File: config.mk
export PLATFORM = sky130hd
export DESIGN_NAME = pipeline_hazard_controller
export DESIGN_NICKNAME = d
export VERILOG_FILES = /design/src/rtl/pipeline_hazard_controller.sv
export SDC_FILE = /design/constraint.sdc
export NUM_CORES = 1
export LEC_CHECK = 0
export ABC_AREA = 1
export CORE_ASPECT_RATIO = 1.1
export CORE_MARGIN = 3
export CORE_UTILIZATION = 30
export DETAILED_ROUTE_END_ITERATION = 10
export GPL_TIMING_DRIVEN = 0
export SETUP_SLACK_MARGIN = 0.3
export SYNTH_ARGS = -nofsm -noshare
export SYNTH_HDL_FRONTEND = slang
export SYNTH_SLANG_ARGS = --single-unit
File: constraint.sdc
create_clock -name clk -period 5.3 [get_ports clk]
set_input_delay 0.53 -clock clk [delete_from_list [all_inputs] [get_ports clk]]
set_output_delay 0.53 -clock clk [all_outputs]
set_load 0.005 [all_outputs]
File: src/rtl/pipeline_hazard_controller.sv
// Pipeline hazard controller for the 5-stage MIPS-lite pipeline.
// Tracks destinations of the instructions in EX, MEM and WB, detects RAW
// hazards against the instruction in ID, and drives the pipeline write
// enables, bubble and flush controls and the EX operand forwarding selects.
// It also sequences HALT: drain the pipe, then freeze it until reset.
module pipeline_hazard_controller #(
  parameter int REGADDR      = 5,
  parameter int CNTW         = 32,
  parameter int FORWARDING   = 1,
  parameter int DRAIN_CYCLES = 3
) (
  input  logic               clk,
  input  logic               reset,
  input  logic               idValid,
  input  logic [REGADDR-1:0] idRs,
  input  logic [REGADDR-1:0] idRt,
  input  logic               idUsesRs,
  input  logic               idUsesRt,
  input  logic [REGADDR-1:0] idDest,
  input  logic               idRegWrite,
  input  logic               idIsLoad,
  input  logic               idIsHalt,
  input  logic               exBranchTaken,
  output logic               pcWrite,
  output logic               ifidWrite,
  output logic               ifidFlush,
  output logic               idexBubble,
  output logic [1:0]         fwdSelA,
  output logic [1:0]         fwdSelB,
  output logic               halted,
  output logic [CNTW-1:0]    stallCount,
  output logic [CNTW-1:0]    flushCount
);

  localparam int DW = (DRAIN_CYCLES < 1) ? 1 : $clog2(DRAIN_CYCLES + 1);

  typedef enum logic [1:0] {ST_RUN, ST_DRAIN, ST_HALTED} state_t;

  state_t state_q, state_d;
  logic [DW-1:0] drain_q, drain_d;

  // Tracking slots: E = ID/EX, M = EX/MEM, W = MEM/WB
  logic                        e_valid_q, e_valid_d, e_rw_q, e_rw_d, e_load_q, e_load_d;
  logic [REGADDR-1:0]          e_dest_q, e_dest_d;
  logic [1:0][REGADDR-1:0]     e_src_q, e_src_d;
  logic [1:0]                  e_used_q, e_used_d;
  logic                        m_valid_q, m_valid_d, m_rw_q, m_rw_d;
  logic [REGADDR-1:0]          m_dest_q, m_dest_d;
  logic                        w_valid_q, w_valid_d, w_rw_q, w_rw_d;
  logic [REGADDR-1:0]          w_dest_q, w_dest_d;

  logic [CNTW-1:0] stall_cnt_q, stall_cnt_d, flush_cnt_q, flush_cnt_d;

  logic [1:0][REGADDR-1:0] id_src;
  logic [1:0]              id_used;
  logic [1:0]              hazard_src;
  logic [1:0][1:0]         fwd_sel;

  logic pc_write, ifid_write, ifid_flush, idex_bubble, halted_o;
  logic stall_inc, flush_inc;

  assign id_src  = {idRt, idRs};
  assign id_used = {idUsesRt, idUsesRs};

  // Per-source RAW detection (ID operands) and forwarding selection (EX operands); R0 never matches
  for (genvar gi = 0; gi < 2; gi++) begin : g_src
    logic match_e, match_m, fwd_m, fwd_w;
    assign match_e = e_valid_q & e_rw_q & (e_dest_q == id_src[gi]);
    assign match_m = m_valid_q & m_rw_q & (m_dest_q == id_src[gi]);
    assign hazard_src[gi] = idValid & id_used[gi] & (id_src[gi] != '0) &
                            ((FORWARDING != 0) ? (match_e & e_load_q) : (match_e | match_m));
    assign fwd_m = e_valid_q & e_used_q[gi] & m_valid_q & m_rw_q &
                   (m_dest_q != '0) & (m_dest_q == e_src_q[gi]);
    assign fwd_w = e_valid_q & e_used_q[gi] & w_valid_q & w_rw_q &
                   (w_dest_q != '0) & (w_dest_q == e_src_q[gi]);
    assign fwd_sel[gi] = (FORWARDING == 0) ? 2'b00 :
                         fwd_m ? 2'b01 : fwd_w ? 2'b10 : 2'b00;
  end

  // Sequencing FSM: pipeline controls and next state; a taken branch beats a stall
  always_comb begin
    state_d     = state_q;
    drain_d     = drain_q;
    pc_write    = 1'b1;
    ifid_write  = 1'b1;
    ifid_flush  = 1'b0;
    idex_bubble = 1'b0;
    halted_o    = 1'b0;
    stall_inc   = 1'b0;
    flush_inc   = 1'b0;
    case (state_q)
      ST_RUN: begin
        if (exBranchTaken) begin
          ifid_flush  = 1'b1;
          idex_bubble = 1'b1;
          flush_inc   = 1'b1;
        end else if (|hazard_src) begin
          pc_write    = 1'b0;
          ifid_write  = 1'b0;
          idex_bubble = 1'b1;
          stall_inc   = 1'b1;
        end else if (idValid && idIsHalt) begin
          state_d = ST_DRAIN;
          drain_d = DW'(DRAIN_CYCLES);
        end
      end
      ST_DRAIN: begin
        if (exBranchTaken) begin
          // An older branch ahead of HALT was taken: HALT is wrong-path
          ifid_flush  = 1'b1;
          idex_bubble = 1'b1;
          flush_inc   = 1'b1;
          state_d     = ST_RUN;
          drain_d     = '0;
        end else begin
          pc_write    = 1'b0;
          ifid_write  = 1'b0;
          idex_bubble = 1'b1;
          if (drain_q <= DW'(1)) begin
            state_d = ST_HALTED;
            drain_d = '0;
          end else begin
            drain_d = drain_q - DW'(1);
          end
        end
      end
      ST_HALTED: begin
        pc_write    = 1'b0;
        ifid_write  = 1'b0;
        idex_bubble = 1'b1;
        halted_o    = 1'b1;
      end
      default: state_d = ST_RUN;
    endcase
    if (!reset) begin
      pc_write    = 1'b0;
      ifid_write  = 1'b0;
      ifid_flush  = 1'b1;
      idex_bubble = 1'b1;
      halted_o    = 1'b0;
      stall_inc   = 1'b0;
      flush_inc   = 1'b0;
    end
  end

  // Slot shift and saturating counter next values
  always_comb begin
    e_valid_d = idValid & ~idex_bubble;
    e_rw_d    = idRegWrite;
    e_load_d  = idIsLoad;
    e_dest_d  = idDest;
    e_src_d   = id_src;
    e_used_d  = id_used;
    m_valid_d = e_valid_q;
    m_rw_d    = e_rw_q;
    m_dest_d  = e_dest_q;
    w_valid_d = m_valid_q;
    w_rw_d    = m_rw_q;
    w_dest_d  = m_dest_q;
    stall_cnt_d = (stall_inc && (stall_cnt_q != '1)) ? stall_cnt_q + CNTW'(1) : stall_cnt_q;
    flush_cnt_d = (flush_inc && (flush_cnt_q != '1)) ? flush_cnt_q + CNTW'(1) : flush_cnt_q;
  end

  // State, slot and counter registers with synchronous active-low reset
  always_ff @(posedge clk) begin
    if (!reset) begin
      state_q     <= ST_RUN;
      drain_q     <= '0;
      e_valid_q   <= 1'b0;
      e_rw_q      <= 1'b0;
      e_load_q    <= 1'b0;
      e_dest_q    <= '0;
      e_src_q     <= '0;
      e_used_q    <= '0;
      m_valid_q   <= 1'b0;
      m_rw_q      <= 1'b0;
      m_dest_q    <= '0;
      w_valid_q   <= 1'b0;
      w_rw_q      <= 1'b0;
      w_dest_q    <= '0;
      stall_cnt_q <= '0;
      flush_cnt_q <= '0;
    end else begin
      state_q     <= state_d;
      drain_q     <= drain_d;
      e_valid_q   <= e_valid_d;
      e_rw_q      <= e_rw_d;
      e_load_q    <= e_load_d;
      e_dest_q    <= e_dest_d;
      e_src_q     <= e_src_d;
      e_used_q    <= e_used_d;
      m_valid_q   <= m_valid_d;
      m_rw_q      <= m_rw_d;
      m_dest_q    <= m_dest_d;
      w_valid_q   <= w_valid_d;
      w_rw_q      <= w_rw_d;
      w_dest_q    <= w_dest_d;
      stall_cnt_q <= stall_cnt_d;
      flush_cnt_q <= flush_cnt_d;
    end
  end

  assign pcWrite    = pc_write;
  assign ifidWrite  = ifid_write;
  assign ifidFlush  = ifid_flush;
  assign idexBubble = idex_bubble;
  assign halted     = halted_o;
  assign fwdSelA    = reset ? fwd_sel[0] : 2'b00;
  assign fwdSelB    = reset ? fwd_sel[1] : 2'b00;
  assign stallCount = stall_cnt_q;
  assign flushCount = flush_cnt_q;

endmodule

**Word level (Yosys, flattened, before mapping)**

Index checks and enable logic that the tools add are counted.

- Flip-flop bits (word level): 102
- Bits of input ports: 24
- Output and inout port bits: 73
- Logic and storage cells: 116

- Add/subtract/negate cells: 3
- Order comparisons: 1
- Equality and inequality tests: 14
- Mux-type cells: 35
- Bitwise logic cells: 32
- Reductions and logical operators: 14

Operator list:

| cell | number |
|---|---|
| adder 32 x 1 -> 32 bit (second input constant) | 2 |
| != test 32 bit (second input constant) | 2 |
| two-way mux 2 bit | 16 |
| AND 1 bit | 30 |
| == test 5 bit | 6 |
| nonzero test 5 bit | 4 |
| two-way mux 1 bit | 15 |
| != test 2 bit (second input constant) | 3 |
| case mux 2 bit (3 select lines) | 1 |
| OR reduction 2 bit | 3 |
| AND reduction 5 bit | 1 |
| case mux 2 bit (2 select lines) | 1 |
| AND reduction 4 bit | 1 |
| logical AND 1 bit | 3 |
| != test 3 bit (second input constant) | 1 |
| case mux 1 bit (3 select lines) | 1 |
| == test 2 x 1 -> 1 bit (second input constant) | 1 |
| == test 2 bit (second input constant) | 1 |
| less-or-equal comparator 2 x 1 -> 1 bit (second input constant) | 1 |
| logical NOT 2 bit | 1 |
| inverter 1 bit | 2 |
| case mux 1 bit (2 select lines) | 1 |
| nonzero test 2 bit | 1 |
| subtractor 2 x 1 -> 2 bit (second input constant) | 1 |

**Logic depth before layout (Yosys ltp)**

Gate-level depths: netlist (run 1).

- Depth after elaboration: 11
- Depth in mapped cells: 13
- Mapped depth without buffers: 13

**Least setup slack after synthesis (run 1)**

No wires, ideal clock.

- Path kind: input -> output
- From: input port idRt[3]
- To: output port pcWrite
- Arrival time: 1.452 ns
- Data required time: 4.770 ns
- Slack: 3.318 ns
- Stages: 9
- Buffers on the path: 1
- Cell sequence: or2_2 -> nor2_1 -> nor2_1 -> nand3_1 -> nand2_1 -> nand2_1 -> nand2_1 -> o21ai_0 -> buf_4

- Cells in the longest elaborated chain, start to end: 9
- Elaborated cells between the ends (all ways): 11
- Those cells by class: eq/ne (1); mux (4); bitwise (4); reduce/logical (2)

Ends and longest elaborated chain:

| item | RTL line | source |
|---|---|---|
| start: declaration | 16 | `input logic [REGADDR-1:0] idRt,` |
| == test 5 bit | 68 | `assign match_e = e_valid_q & e_rw_q & (e_dest_q == id_src[gi]);` |
| AND 1 bit | 68 |  |
| AND 1 bit | 71 | `((FORWARDING != 0) ? (match_e & e_load_q) : (match_e \| match_m));` |
| AND 1 bit (*) | 70 | `assign hazard_src[gi] = idValid & id_used[gi] & (id_src[gi] != '0) &` |
| OR reduction 2 bit (*) | 97 | `end else if (\|hazard_src) begin` |
| two-way mux 1 bit (*) (2 in a row) | - |  |
| case mux 1 bit (3 select lines) (*) | - |  |
| two-way mux 1 bit (*) | - |  |
| end: declaration | 24 | `output logic pcWrite,` |

Mark *: on every way between the ends. The rest lies on a longest branch, timed or not.

**Worst setup path in the final report (run 1)**

- From: input port reset
- To: output port ifidFlush

- Cells in the longest elaborated chain, start to end: 1

Ends and longest elaborated chain:

| item | RTL line | source |
|---|---|---|
| start: declaration | 13 | `input logic reset,` |
| two-way mux 1 bit | 135 | `if (!reset) begin` |
| end: declaration | 26 | `output logic ifidFlush,` |

Every way passes these cells.

==> results.md, run 1 <==
* Routed wire per std cell at 12.5 um
* Crit start category: primary input
* Hold crit path type: flop to flop
* Setup WS pre-CTS at 1.60 ns
* Peak supply drop at 150 uV
* DRC at 0
* CP endpoint kind: output pin
* Clock Latency Late Sink at 0.35 ns
* Outcome: completed
* Hold_ws at 0.436 ns
* Share of layout cells above drive strength 1 at 5.00%
* Routability cong. at 0.883
* Final Power at 1820 uW
* DRT Wirelength at 14.7 mm
* Number of synthesized flops with an enable pin at 0
* HP Start: e_rw_q
* Ys async rst share at 0%
* Worst Setup Slack, final at 1.71 ns
* Setup bufs post-CTS at 0
* CP dominant cell by count: clkbuf_1
* CTS Buf Count at 9
* DRT Pass-1 Iters at 5
* DR vias/cell at 4.61
* Setup_tns at 0 ns
* Core Region at 17300 sq um
* First DRT Iteration DRCs at 318
* YS warnings at 0
* R2R Path End: flushCount[21]
* Largest net degree at the start of global routing at 16
* Worst rel slew slack at 60.1%
* Seq/Total Area, Yosys at 37.8%
* GR met2 Demand/Resource at 25.6%
* Synth cell types at 36
* # setup viols final at 0
* Clock skew at 0.00571 ns
* CP startpoint: reset
* Worst stage delay on the critical path at 0.49 ns
* Post-Synthesis Cells at 830
* Hold Crit Depth at 2
* Die height at 147 um
* Area share of the leading cell type in the synthesized netlist at 37.8%
* CTS H-tree lvls at 3
* Post-synth top area cell: dfxtp_1
* Post-synth top flop: dfxtp_1
* Syn avg cell area at 6.51 sq um
* Post-cts resize count at 0
* Max-cap violations at 0
* Final #Nets at 967
* GRT met1 Usage at 19.1%
* FP Rows at 50
* Clock slew seen by the registers of the worst setup and hold paths at 0.07 ns
* First-pass GRT wire length at 24.1 mm
* Worst Max-Slew Pin Slew at 0.594 ns
* Tmin final at 3.59 ns
* Hold_buf cts at 0
* Post-detail-place hpwl at 11.3 mm
* PD cells at 261 nW/um^2
* Critical Path RT at 4.77 ns
* CP max FO at 10
* Initial antenna violation count at 0
* Largest cells by area after synthesis: dfxtp_1, nand2_1, nor2_1, inv_1, nand3_1
* GR Overflow Total at 0
* Critical path, cell by cell: clkdlybuf4s50_1 > clkbuf_1 > clkbuf_1 > clkbuf_1 > o21ai_0 > clkdlybuf4s50_1
* Via count at 5415
* Number of global-route vias before repair at 4944
* Bufs on Longest Clock Path at 2
* Mapped Nets at 860
* Diode count at 0
* Area grow syn2layout at 29.0%
* DRT antenna net count at 0
* Starting density of the core at 31.2%
* Design area at 6970 sq um
* CTS tree: built
* Max Freq at 278 MHz
* GR Layer Usage met3 at 2.57%
* Static Leak at 0.00290 uW
* Mapped cell area at 5400 sq um
* Yosys reg bits at 102
* CTS root buf: clkbuf_16
* Endpoints failing hold at 0
* Total clock sinks at 102
* GRT busiest layer: met2
* Total track usage at 14.9%
* Critical R2R Launch: flushCount[0]
* R2R depth at 11
* Die X at 134 um
* Die ar. at 19600 sq um
* Slowest CP cell: clkdlybuf4s50_1
* Placed instance area at 6650 sq um
* I/O pin cnt at 97
* Critical Path AT at 3.06 ns
* Hold Path Sink: m_rw_q
* Period utilization at 67.8%
* Buffers on Ports at 96
* Slew Viols, Final at 0
* Reg2Reg Setup Slack at 3.04 ns
* RSZ-0062 raised after global routing: no
* Crit path kind: primary input to output pin
==> Yosys cell counts (5+ instances only) <==
master      n
nand4_1    18
nor3b_1     5
inv_1     116
o21ai_0    20
a21oi_2     8
buf_2       7
nor2_1    120
a21oi_1    55
nor3_1     25
nand3_1    58
nand2_1   221
clkbuf_1   11
ha_1        6
dfxtp_1   102
xnor2_1     6
xor2_1     17
==> per-stage QoR <==
step | instances | util (%)
after global routing | 1174 | 40.2
after CTS | 1174 | 40.2
after detailed placement | 1160 | 38.4
final | 1174 | 40.2
after floorplan | 830 | -
after global placement | 1160 | 38.4
==> worst max-delay path, delay by kind of cell <==
| family | cells | cell delay [ns] |
|---|---|---|
| compound gates | 1 | 0.23 |
| buf+inv | 5 | 2.30 |
==> worst max path at each step <==
stage                      endpoint  slack, ns  cells after the start
after floorplan             pcWrite       3.32                      9
after global placement    ifidFlush       1.62                      6
after detailed placement  ifidFlush       1.60                      6
after CTS                 ifidFlush       1.59                      6
after global routing      ifidFlush       1.42                      6
final                     ifidFlush       1.71                      6
==> cell usage in the layout, fill, tap and decap left out, types with 5 or more instances in the layout <==
master           count
nor2_1             120
buf_2                7
clkbuf_16            9
nor3_1              25
nand4_1             18
a21oi_2              8
dfxtp_1            102
xor2_1              17
clkbuf_1            11
clkdlybuf4s50_1     96
nor3b_1              5
nand3_1             58
xnor2_1              6
ha_1                 6
nand2_1            221
inv_1              116
o21ai_0             20
a21oi_1             55
==> layout make-up <==
type                       instances  area [sq um]
clock inverter                     4          72.6
sequential                       102          2040
tap                              234           293
fill                            1874         10400
timing repair buffer              96           961
multi-input combinational        589          2810
buffer                            21           110
clock buffer                      10           239
inverter                         118           443
==> sequential cells by signal (all words and copies together), names as in the netlist <==
name / count
m_dest_q: 5
e_load_q: 1
w_valid_q: 1
e_rw_q: 1
e_src_q: 10
flushCount: 32
stallCount: 32
drain_q: 2
m_valid_q: 1
m_rw_q: 1
w_rw_q: 1
w_dest_q: 5
e_valid_q: 1
state_q: 2
e_used_q: 2
e_dest_q: 5
==> report_power, final <==
group / switching [uW] / leakage [uW] / total (uW) / internal [uW]
Combinational: 149 / 0.00192 / 269 / 120
Clock: 292 / 0.000150 / 713 / 421
Sequential: 34.8 / 0.000830 / 835 / 800
==> routing by layer <==
| layer | vias to the layer above | wire length (um) | part of all wire (%) |
|---|---|---|---|
| met1 | 2427 | 6670 | 45 |
| met2 | 128 | 7130 | 49 |
| met4 | 0 | 224 | 1.5 |
| met5 | - | 0 | 0 |
| met3 | 20 | 653 | 4.4 |
| li1 | 2840 | - | - |
==> cell families after synthesis <==
| logic type | Yosys count | synth area share, % |
|---|---|---|
| and+or+nand+nor | 466 | 37.1 |
| buffers and inverters | 139 | 10.2 |
| DFF | 102 | 37.8 |
| AOI/OAI and AO/OA | 94 | 9.75 |
| xor gates and xnor gates | 23 | 3.73 |
| adders and majority gates | 6 | 1.39 |
Note: power is estimated with default switching activity, not from simulation.
==> inputs of run 2 (changes only) <==
Clock period 5.3 ns to 2.9 ns, I/O delays scaled along.
==> results.md, run 2 (same netlist as run 1, synthesis figures left out) <==
* Peak supply drop at 273 uV (+82%)
* Most common cell after layout, fill and taps aside: nand2_1
* Static Leak at 0.00294 uW (+1.3%)
* CTS Buf Count at 9 (unchanged)
* Routability cong. at 0.883 (unchanged)
* Largest net degree at the start of global routing at 16 (unchanged)
* Delay-heaviest family, CP: buffers and inverters
* RSZ-0062 raised after global routing: yes
* Worst Setup Slack, final at 0.446 ns (-1.26 ns)
* Total clock sinks at 102 (unchanged)
* CP max FO at 3 (-7)
* Critical Path AT at 2.16 ns (-0.90 ns)
* Core Region at 17300 sq um (unchanged)
* Final Power at 3320 uW (+83%)
* Buffer and inverter count on the worst path at 3 (-2)
* CP dominant cell by count: nand2_1
* Via count at 5386 (-0.54%)
* Clock skew at 0.00630 ns (+0.000594 ns)
* Worst Max-Slew Pin Slew at 0.590 ns (-0.00487 ns)
* Buffers on Ports at 96 (unchanged)
* DR vias/cell at 4.59 (-0.54%)
* Starting density of the core at 31.2% (unchanged)
* # fillers at 1871 (-0.16%)
* Hold crit path type: primary input to flop
* Endpoints failing hold at 0 (unchanged)
* DRC at 0 (unchanged)
* Final Util at 40.4% (+0.19 points)
* Post-detail-place hpwl at 11.3 mm (unchanged)
* Die X at 134 um (unchanged)
* Critical Path RT at 2.61 ns (-2.16 ns)
* Tmin final at 2.45 ns
* CTS H-tree lvls at 3 (unchanged)
* Hold_ws at 0.225 ns (-0.211 ns)
* DRT Wirelength at 14.7 mm (-0.19%)
* Initial antenna violation count at 0 (unchanged)
* Worst stage delay on the critical path at 0.51 ns (+0.02 ns)
* Setup WS pre-CTS at -0.321 ns (-1.92 ns)
* Die ar. at 19600 sq um (unchanged)
* Final #Nets at 967 (unchanged)
* Slowest CP cell: clkdlybuf4s50_1
* Crit path kind: primary input to output pin
* Setup bufs post-CTS at 0 (unchanged)
* CTS root buf: clkbuf_16
* Period utilization at 84.6%
* Slew Viols, Final at 0 (unchanged)
* Max Freq at 408 MHz
* First-pass GRT wire length at 24.1 mm (about the same)
* Diode count at 0 (unchanged)
* Clock slew seen by the registers of the worst setup and hold paths at 0.07 ns (about the same)
* Worst rel slew slack at 60.4% (+0.33 points)
* Area grow syn2layout at 29.6%
* Most frequent cells in the layout: nand2_1, nor2_1, inv_1, dfxtp_1, clkdlybuf4s50_1
* Outcome: completed
* CTS tree: built
* First DRT Iteration DRCs at 296 (-6.9%)
* GR Overflow Total at 0 (unchanged)
* DRT antenna net count at 0 (unchanged)
* DRT Pass-1 Iters at 5 (unchanged)
* Clock Latency Late Sink at 0.35 ns (about the same)
* Die height at 147 um (unchanged)
* PD cells at 475 nW/um^2 (+82%)
* Crit start category: primary input
* Number of global-route vias before repair at 4935 (-0.18%)
* Critical path, cell by cell: clkdlybuf4s50_1 > inv_1 > nand2_1 > nand2_1 > nor3_1 > nand3_1 > nand2_2 > nand2_1 > nand2_1 > o21bai_1 > nand2_1 > clkdlybuf4s50_1
* Setup_tns at 0 ns (unchanged)
* Total track usage at 14.9% (about the same)
* Share of layout cells above drive strength 1 at 5.85% (+0.85 points)
* Bufs on Longest Clock Path at 2 (unchanged)
* # setup viols final at 0 (unchanged)
* I/O pin cnt at 97 (unchanged)
* Routed wire per std cell at 12.5 um (-0.19%)
* FP Rows at 50 (unchanged)
* Max-cap violations at 0 (unchanged)
* CP endpoint kind: output pin
==> run 2: changes by cell type in the layout (fill, tap and decap cells not counted), moves of 2 or more <==
cell             previous run  this run
clkbuf_1                   11         8
clkbuf_4                    0         2
dlymetal6s2s_1              0         3
clkdlybuf4s50_1            96        93
==> run 2: path summary, 6_finish.rpt <==
path,from,cells past startpoint,slack (ns),endpoint
setup reg to reg,flushCount[0],11,0.63,flushCount[21]
setup / recovery,idRt[2],12,0.45,idexBubble
hold / removal,idRt[4],3,0.22,e_src_q[9]
hold reg to reg,e_rw_q,2,0.44,m_rw_q
==> run 2: repair_timing <==
item | CTS | global route
gates resized for setup | 6 | 10
hold buffers | 0 | 0
endpoints found under the setup margin | 4 | 6
==> run 2: cell type report <==
type	count	area [sq um]	share of cell area (%)
multi-input combinational	589	2820	40.3
sequential	102	2040	29.2
inverter	118	443	6.33
clock buffer	10	239	3.41
timing repair buffer	96	968	13.8
clock inverter	4	72.6	1.04
tap	234	293	4.18
buffer	21	119	1.70
==> run 2: through the flow <==
stage	std cells	instance area, sq um
finish	1174	7000
global route	1174	7000
CTS	1174	6970
detailed placement	1160	6650
global placement	1160	6650
floorplan	830	5400
==> run 2: tightest hold or removal path, stage by stage <==
cell,delay [ns]
dlymetal6s2s_1,0.14
nand2_1,0.07
inv_1,0.04
==> run 2: power by group <==
group	switching, uW	leakage, uW	internal (uW)
clock network	530	0.000150	769
registers	63.8	0.000830	1460
logic	275	0.00196	222
total	869	0.00294	2450
==> run 2: layer usage <==
metal,track usage [%],up-vias,routed length (um)
met2,25.6,120,7170
li1,-,2845,-
met5,0,-,0
met1,19.1,2403,6650
met4,4.58,0,215
met3,2.57,18,620
==> inputs of run 3 (changes only) <==
Clock period 2.9 ns to 2 ns, I/O delays scaled along.
==> results.md, run 3 (same netlist as run 1, synthesis figures left out) <==
* CP max FO at 4 (+1)
* Critical Path AT at 1.75 ns (-0.41 ns)
* DR vias/cell at 4.79 (+4.3%)
* GR Overflow Total at 0 (unchanged)
* FP Rows at 50 (unchanged)
* Worst rel slew slack at 56.7% (-3.7 points)
* Total clock sinks at 102 (unchanged)
* Period utilization at 97.5%
* Hold crit path type: primary input to flop
* CTS root buf: clkbuf_16
* Max-cap violations at 0 (unchanged)
* R2R depth at 15 (+4)
* Largest net degree at the start of global routing at 17 (+1)
* Core Region at 17300 sq um (unchanged)
* Max Freq at 513 MHz
* Number of global-route vias before repair at 5452 (+10%)
* Endpoints failing hold at 0 (unchanged)
* Tmin final at 1.95 ns
* Die height at 147 um (unchanged)
* Most common cell after layout, fill and taps aside: nand2_1
* Outcome: completed
* I/O pin cnt at 97 (unchanged)
* Reg2Reg Setup Slack at 0.05 ns (-0.58 ns)
* Critical R2R Launch: e_dest_q[2]
* Post-detail-place hpwl at 11.4 mm (+0.76%)
* Crit path kind: flop to output pin
* Hold Path Sink: e_src_q[2]
* DRT Wirelength at 17.9 mm (+22%)
* Die ar. at 19600 sq um (unchanged)
* Final Util at 51.0% (+11 points)
* Diode count at 0 (unchanged)
* Starting density of the core at 31.2% (unchanged)
* Peak supply drop at 471 uV (+72%)
* Critical Path RT at 1.80 ns (-0.81 ns)
* CTS H-tree lvls at 3 (unchanged)
* Static Leak at 0.00376 uW (+28%)
* HP Start: idRs[2]
* Placed cell count at 1160 (unchanged)
* Share of layout cells above drive strength 1 at 34.9% (+29 points)
* RSZ-0062 raised after global routing: yes
* First DRT Iteration DRCs at 457 (+54%)
* Most frequent cells in the layout: nand2_1, inv_1, nor2_1, clkdlybuf4s50_1, dfxtp_1
* DRT antenna net count at 0 (unchanged)
* First-pass GRT wire length at 26.9 mm (+11%)
* Die X at 134 um (unchanged)
* R2R Path End: stallCount[15]
* Via count at 5959 (+11%)
* Setup WS pre-CTS at -1.06 ns (-0.741 ns)
* CP endpoint kind: output pin
* Clock skew at 0.00674 ns (+0.000440 ns)
* CTS tree: built
* Bufs on Longest Clock Path at 2 (unchanged)
* DRC at 0 (unchanged)
* Setup_tns at 0 ns (unchanged)
* Routed wire per std cell at 14.4 um (+15%)
* PD cells at 596 nW/um^2 (+26%)
* Crit start category: flop
* Total track usage at 16.8% (+1.9 points)
* Final #Nets at 1036 (+7.1%)
* CTS Buf Count at 9 (unchanged)
* # setup viols final at 0 (unchanged)
* Post-Layout Cell Count at 1245 (+6.0%)
* Slew Viols, Final at 0 (unchanged)
* Clock Latency Late Sink at 0.36 ns (about the same)
* DRT Pass-1 Iters at 8 (+3)
* Routability cong. at 0.884 (+0.19%)
* Initial antenna violation count at 0 (unchanged)
* Buffers on Ports at 96 (unchanged)
* Worst Max-Slew Pin Slew at 0.649 ns (+0.0598 ns)
* Area grow syn2layout at 63.5%
* Clock slew seen by the registers of the worst setup and hold paths at 0.07 ns (about the same)
* Hold Crit Depth at 3 (unchanged)
* Worst Setup Slack, final at 0.0502 ns (-0.396 ns)
-- run 3: cell types whose count changed in the layout (fill, tap and decap cells not counted), sizes merged --
cell	before	now
buf	11	84
clkdlybuf4s50	93	78
dlygate4sd2	0	5
clkbuf	20	24
dlymetal6s2s	3	6
clkinv	2	4
clkinvlp	1	0
-- run 3: where the power goes --
group	leakage [uW]	internal, uW	switching [uW]
logic	0.00275	522	589
clock network	0.000154	1100	818
registers	0.000854	2120	107
-- run 3: layer usage --
metal	GRT usage, %	wire, um
met5	0	0
met4	5.66	486
met3	2.88	716
met2	29.7	9130
met1	20.7	7560
-- run 3: worst max path at each step --
| stage | start | slack (ns) | endpoint |
|---|---|---|---|
| after CTS | m_dest_q[3] | -0.09 | fwdSelB[0] |
| after floorplan | stallCount[1] | 0.22 | stallCount[18] |
| after detailed placement | reset | -1.06 | ifidFlush |
| final | e_dest_q[2] | 0.05 | idexBubble |
| after global placement | reset | -1.08 | ifidFlush |
| after global routing | e_dest_q[2] | -0.08 | idexBubble |
-- run 3: layout make-up --
type | count | area, sq um
tap | 234 | 293
timing repair buffer | 165 | 1670
clock buffer | 11 | 233
inverter | 118 | 459
buffer | 21 | 233
fill | 1665 | 8500
multi-input combinational | 589 | 3740
sequential | 102 | 2130
clock inverter | 5 | 82.6
-- run 3: through the flow --
stage          hold WS (ns)  power, uW  instance area (sq um)
2_1_floorplan         0.298       2690                   5440
3_3_place_gp          0.423       2980                   6700
3_5_place_dp          0.429       2990                   6700
4_1_cts               0.221       4990                   7890
5_1_grt               0.146       5500                   8830
6_report              0.109       5260                   8830
-- run 3: repair_timing --
| item | 4_1_cts | 5_1_grt |
|---|---|---|
| pin swaps | 44 | 74 |
| setup buffers | 39 | 23 |
| hold buffers | 0 | 0 |
| gates cloned | 5 | 2 |
| endpoints found under the setup margin | 81 | 75 |
| resized for setup | 187 | 211 |
-- run 3: critical path: stages (launching register included) --
cell and delay [ns]:
dfxtp_2 0.36, inv_2 0.04, nand2_1 0.05, nand2_1 0.06, nor3_2 0.18, nand3_1 0.11
nand2_2 0.12, buf_6 0.12, nand2_2 0.04, nand2_2 0.06, o21bai_1 0.06, nand2_1 0.08
buf_2 0.12
